### src/rtl/i2c_slave_rx.sv
// i2c_slave_rx: receive-only I2C slave that matches a 7-bit address and recovers written bytes.
// Ports:
//   clk_i       system clock, all logic on its rising edge
//   reset_ni    asynchronous active-low reset
//   scl_i       raw SCL line, asynchronous to clk_i
//   sda_i       raw SDA line, asynchronous to clk_i
//   sda_oe_o    1 = pull SDA low (ACK), 0 = release
//   rx_data_o   last completed data byte
//   rx_valid_o  one-cycle strobe when rx_data_o is updated
//   rx_rw_o     R/W bit of the last matched address byte
//   busy_o      high from START until STOP or address mismatch
//   state_o     current FSM state (debug)
//   count_o     bits received in the current byte, 0..8
module i2c_slave_rx #(
    parameter logic [6:0] SLAVE_ADDR = 7'h2A
) (
    input  logic       clk_i,
    input  logic       reset_ni,
    input  logic       scl_i,
    input  logic       sda_i,
    output logic       sda_oe_o,
    output logic [7:0] rx_data_o,
    output logic       rx_valid_o,
    output logic       rx_rw_o,
    output logic       busy_o,
    output logic [2:0] state_o,
    output logic [3:0] count_o
);
    typedef enum logic [2:0] {
        IDLE     = 3'd0,
        ADDR     = 3'd1,
        ADDR_ACK = 3'd2,
        DATA     = 3'd3,
        DATA_ACK = 3'd4,
        IGNORE   = 3'd5
    } state_e;
    state_e     state_q, state_d;
    logic [1:0] scl_sync_q, sda_sync_q;
    logic       scl_d_q, sda_d_q;
    logic [3:0] count_q, count_d, count_inc;
    logic [7:0] shift_q, shift_d, shift_in, rx_data_q, rx_data_d;
    logic       rx_valid_q, rx_valid_d, rx_rw_q, rx_rw_d;
    logic       busy_q, busy_d, sda_oe_q, sda_oe_d;
    logic       scl_s, sda_s, scl_rise, scl_fall, start, stop;
    assign scl_s     = scl_sync_q[1];
    assign sda_s     = sda_sync_q[1];
    assign scl_rise  = scl_s & ~scl_d_q;
    assign scl_fall  = ~scl_s & scl_d_q;
    // SCL must be high on both taps so an SDA move coincident with an SCL edge is a data bit
    assign start     = scl_s & scl_d_q & sda_d_q & ~sda_s;
    assign stop      = scl_s & scl_d_q & ~sda_d_q & sda_s;
    assign shift_in  = {shift_q[6:0], sda_s};
    assign count_inc = (count_q == 4'd8) ? 4'd8 : count_q + 4'd1;
    // lines idle high, so the conditioning flops reset to 1 to avoid a false event
    always_ff @(posedge clk_i or negedge reset_ni) begin
        if (!reset_ni) begin
            scl_sync_q <= 2'b11;
            sda_sync_q <= 2'b11;
            scl_d_q    <= 1'b1;
            sda_d_q    <= 1'b1;
        end else begin
            scl_sync_q <= {scl_sync_q[0], scl_i};
            sda_sync_q <= {sda_sync_q[0], sda_i};
            scl_d_q    <= scl_s;
            sda_d_q    <= sda_s;
        end
    end
    always_ff @(posedge clk_i or negedge reset_ni) begin
        if (!reset_ni) begin
            state_q    <= IDLE;
            count_q    <= 4'd0;
            shift_q    <= 8'h00;
            rx_data_q  <= 8'h00;
            rx_valid_q <= 1'b0;
            rx_rw_q    <= 1'b0;
            busy_q     <= 1'b0;
            sda_oe_q   <= 1'b0;
        end else begin
            state_q    <= state_d;
            count_q    <= count_d;
            shift_q    <= shift_d;
            rx_data_q  <= rx_data_d;
            rx_valid_q <= rx_valid_d;
            rx_rw_q    <= rx_rw_d;
            busy_q     <= busy_d;
            sda_oe_q   <= sda_oe_d;
        end
    end
    always_comb begin
        state_d    = state_q;
        count_d    = count_q;
        shift_d    = shift_q;
        rx_data_d  = rx_data_q;
        rx_valid_d = 1'b0;
        rx_rw_d    = rx_rw_q;
        busy_d     = busy_q;
        sda_oe_d   = sda_oe_q;
        if (stop) begin
            state_d  = IDLE;
            busy_d   = 1'b0;
            sda_oe_d = 1'b0;
        end else if (start) begin
            state_d  = ADDR;
            count_d  = 4'd0;
            busy_d   = 1'b1;
            sda_oe_d = 1'b0;
        end else begin
            case (state_q)
                ADDR, DATA: begin
                    if (scl_rise) begin
                        shift_d = shift_in;
                        count_d = count_inc;
                        if (count_inc == 4'd8) begin
                            if (state_q == DATA) begin
                                rx_data_d  = shift_in;
                                rx_valid_d = 1'b1;
                                state_d    = DATA_ACK;
                            end else if (shift_in[7:1] == SLAVE_ADDR) begin
                                rx_rw_d = shift_in[0];
                                state_d = ADDR_ACK;
                            end else begin
                                state_d = IGNORE;
                                busy_d  = 1'b0;
                            end
                        end
                    end
                end
                // sda_oe_q doubles as the phase flag: first fall drives ACK, second fall ends it
                ADDR_ACK, DATA_ACK: begin
                    if (scl_fall) begin
                        sda_oe_d = ~sda_oe_q;
                        if (sda_oe_q) begin
                            count_d = 4'd0;
                            state_d = DATA;
                        end
                    end
                end
                default: ;
            endcase
        end
    end
    assign sda_oe_o   = sda_oe_q;
    assign rx_data_o  = rx_data_q;
    assign rx_valid_o = rx_valid_q;
    assign rx_rw_o    = rx_rw_q;
    assign busy_o     = busy_q;
    assign state_o    = state_q;
    assign count_o    = count_q;
endmodule

### config.mk
export PLATFORM = sky130hd
export DESIGN_NAME = i2c_slave_rx
export DESIGN_NICKNAME = d
export VERILOG_FILES = /design/src/rtl/i2c_slave_rx.sv
export SDC_FILE = /design/constraint.sdc
export NUM_CORES = 1
export LEC_CHECK = 0
export BUFFER_PORTS_ARGS = -buffer_cell sky130_fd_sc_hd__buf_4
export CAP_MARGIN = 20
export CORE_UTILIZATION = 30
export DETAILED_ROUTE_END_ITERATION = 16
export SLEW_MARGIN = 25
export SYNTH_ARGS = -nofsm -noshare
export SYNTH_HDL_FRONTEND = slang
export SYNTH_SLANG_ARGS = --single-unit
### constraint.sdc
create_clock -name clk_i -period 3.49 [get_ports clk_i]
set_input_delay 0.698 -clock clk_i [delete_from_list [all_inputs] [get_ports clk_i]]
set_output_delay 0.698 -clock clk_i [all_outputs]
set_load 0.02 [all_outputs]
==> results_dict.tcl <==
set metrics [dict create \
    dpl_cell_area_sq_um 1670 \
    postCtsSetupBuffers 0 \
    crit_required_ps 3650 \
    crit_fanout 10 \
    setup_violations 0 \
    min_path_type "primary input to asynchronous set/reset pin" \
    final_util_pct 39.4 \
    numCtsBuffers 5 \
    ys_warn_count 0 \
    drt-wirelength-per-cell_um 14.6 \
    syn_area_per_cell_sq_um 12.4 \
    grt_max_degree 33 \
    die_w_um 71.5 \
    drt-initial-drc-count 19 \
    dp.cells 190 \
    rsz0062_at_grt "false" \
    die-area_sq_um 5120 \
    fillers 430 \
    seqPwrFrac_pct 46.6 \
    dr.pass1.iters 2 \
    arrival_ps 2590 \
    swShare_pct 33.1 \
    ctsHoldBuffers 0 \
    rows 24 \
    worst-setup-path-type "flip-flop to flip-flop" \
    vias 980 \
    antenna_found_initial 0 \
    synth_edf_count 0 \
    synthArstFlopShare_pct 100 \
    drt-total-wl_um 2900 \
    fin_area_sq_um 1770 \
    min_period_ps 2430 \
    grt_overflow 0 \
    hold_viol_final 0 \
    pwr-share-comb_pct 26.9 \
    drive_above_1_share_pct 37.7 \
    fin_cells 198 \
    fp.dieH_um 71.5 \
    root_buffer "clkbuf_8" \
    critPathMaxStageDelay_ps 620 \
    drc 0 \
    clock_latency_ps 280 \
    netlist_area_sq_um 1450 \
    syn_nets 123 \
    maxSlewViolCount 0 \
    gp_congestion 0.767 \
    syn_inst 117 \
    rrSetupSlack_ps 1060 \
    max_cap_violations 0 \
    htree_levels 2 \
    cp-start-kind "flip-flop" \
    dpl.hpwl_um 2060 \
    ys_ff_latch 32 \
    cts.path.max_buffers 2 \
    status "finished clean" \
    crit_buf_inv 0 \
    diodes 0 \
    ys_types 35 \
    clk_pin_slew_worst_paths_ps 70 \
    seq_area_frac_synth_pct 55.7 \
    worst_pin_slew_ps 524 \
    fp.coreArea_sq_um 4500 \
    initial_core_util_pct 32.2 \
    p_leak_nw 0.828 \
    ios 23 \
    cpLargestDelayFamily "simple AND/OR/NAND/NOR gates" \
    rr_worst_depth 6 \
    cts_sinks 32 \
    track_usage_pct 12.8 \
    area_growth_pct 22.3 \
    setup.worst_path.start "count_o[0]" \
    slowest_stage "or4_4" \
    nets 151 \
    fin_skew_ps 10.5 \
    vdd_drop_max_mv 0.161 \
    cp_num_cells 6 \
    ant_nets 0 \
    r2r_start "count_o[0]" \
    grt_pass1_wl_um 4900 \
    tns_ps 0 \
    rr_endpoint "rx_data_o[2]" \
    io_buffers 22 \
    max_freq_mhz 411 \
    power_density_nw_per_um2 662 \
    cts_resized 0 \
    grt_pass1_vias 965 \
    cts_tree "yes" \
    p_sw_uw 388 \
    crit_chain "ha_1, xnor2_1, a2bb2oi_1, or3_4, or4_4, mux2_4" \
    endpoint_kind "flip-flop" \
    synthFlopType "dfrtp_1" \
    internal-power_uw 785 \
    endpoint "rx_data_o[2]" \
    vias_per_cell 4.95 \
    clockPowerShare_pct 26.6 \
    fin_crit_sh_pct 69.8 \
    relSlewSlack_pct 64.6 \
]
==> cell usage in the layout (no fill, tap or decap) <==
| master | synthesis | routed |
|---|---|---|
| a32oi_1 | 1 | 1 |
| buf_4 | 0 | 23 |
| nor3_1 | 1 | 1 |
| nor4b_1 | 1 | 1 |
| clkbuf_1 | 1 | 1 |
| xor2_1 | 1 | 1 |
| or3_4 | 1 | 1 |
| a211oi_1 | 1 | 1 |
| dfstp_2 | 6 | 6 |
| nor2_1 | 6 | 6 |
| o31ai_1 | 2 | 2 |
| ha_1 | 2 | 2 |
| a2bb2oi_1 | 1 | 1 |
| clkbuf_8 | 0 | 7 |
| dfrtp_1 | 26 | 26 |
| and2_1 | 1 | 1 |
| o21ai_0 | 8 | 8 |
| or4_4 | 1 | 1 |
| mux2_4 | 8 | 8 |
| a31oi_1 | 4 | 4 |
| a211o_2 | 1 | 1 |
| a21oi_1 | 1 | 1 |
| mux2i_1 | 1 | 1 |
| a2111o_1 | 1 | 1 |
| nand2b_1 | 2 | 2 |
| nor2b_1 | 1 | 1 |
| a21o_1 | 1 | 1 |
| xnor2_1 | 3 | 3 |
| nand2_1 | 8 | 8 |
| mux2_2 | 8 | 8 |
| o21bai_1 | 1 | 1 |
| nor4bb_1 | 2 | 2 |
| o22ai_1 | 1 | 1 |
| nand3_1 | 3 | 3 |
| nand4bb_1 | 1 | 1 |
| inv_1 | 9 | 9 |
==> cell usage after synthesis, drive strengths merged, types with 2 or more instances <==
cell type	count	area, sq um
dfrtp	26	651
mux2	16	210
inv	9	33.8
nand2	8	30.0
o21ai	8	40.0
dfstp	6	158
nor2	6	22.5
a31oi	4	25.0
nand3	3	15.0
xnor2	3	26.3
ha	2	25.0
nand2b	2	12.5
nor4bb	2	20.0
o31ai	2	15.0
==> worst min path at each step <==
| stage | start | to | slack [ps] | cells past startpoint |
|---|---|---|---|---|
| 2_1_floorplan | scl_sync_q[0] | scl_sync_q[1] | 350 | 0 |
| 3_3_place_gp | sda_sync_q[0] | sda_sync_q[1] | 350 | 0 |
| 3_5_place_dp | scl_sync_q[0] | scl_sync_q[1] | 350 | 0 |
| 4_1_cts | reset_ni | rx_data_o[5] | 350 | 1 |
| 5_1_grt | reset_ni | rx_data_o[5] | 360 | 1 |
| 6_report | reset_ni | rx_data_o[5] | 340 | 1 |
==> logic make-up after synthesis <==
family          synth area share, %
flops                          55.7
simple gates                   11.0
compound gates                 10.5
mux                            15.2
buf+inv                        3.36
xor+xnor                       2.42
fa+ha+maj                      1.73
==> layout make-up <==
type | instances | area [sq um] | area share [%]
Sequential cell | 32 | 808 | 45.6
Timing Repair Buffer | 23 | 173 | 9.74
Inverter | 9 | 33.8 | 1.91
Tap cell | 52 | 65.1 | 3.67
Multi-Input combinational cell | 74 | 593 | 33.5
Clock buffer | 8 | 100 | 5.65
==> power by group through the flow <==
stage / Combinational, mW / Sequential (mW) / Clock (mW)
CTS: 0.319 / 0.546 / 0.323
global placement: 0.305 / 0.545 / 0
floorplan: 0.177 / 0.567 / 0
detailed placement: 0.317 / 0.552 / 0
global route: 0.347 / 0.561 / 0.342
finish: 0.315 / 0.546 / 0.312
==> routing by layer <==
metal  vias up  global-route usage, %  share of wire [%]
li1        469                      -                  -
met1       483                   16.4                 48
met2        24                   19.7                 46
met3         4                   5.20                4.3
met4         0                   4.58                1.3
met5         -                      0                  0
==> stage by stage <==
step / power [mW] / hold slack [ps] / worst slack [ps]
after CTS: 1.19 / 346 / 1060
after detailed placement: 0.870 / 347 / 1090
after global routing: 1.25 / 358 / 980
final: 1.17 / 339 / 1060
after floorplan: 0.744 / 345 / 1110
after global placement: 0.850 / 346 / 1170
==> state kept, by name, indices dropped and copies added, names as in the netlist <==
| signal | cells |
|---|---|
| busy_o | 1 |
| count_o | 4 |
| scl_d_q | 1 |
| sda_oe_o | 1 |
| state_o | 3 |
| sda_sync_q | 2 |
| scl_sync_q | 2 |
| rx_data_o | 8 |
| rx_rw_o | 1 |
| rx_valid_o | 1 |
| sda_d_q | 1 |
| shift_q | 7 |
Note: power is estimated with default switching activity, not from simulation.
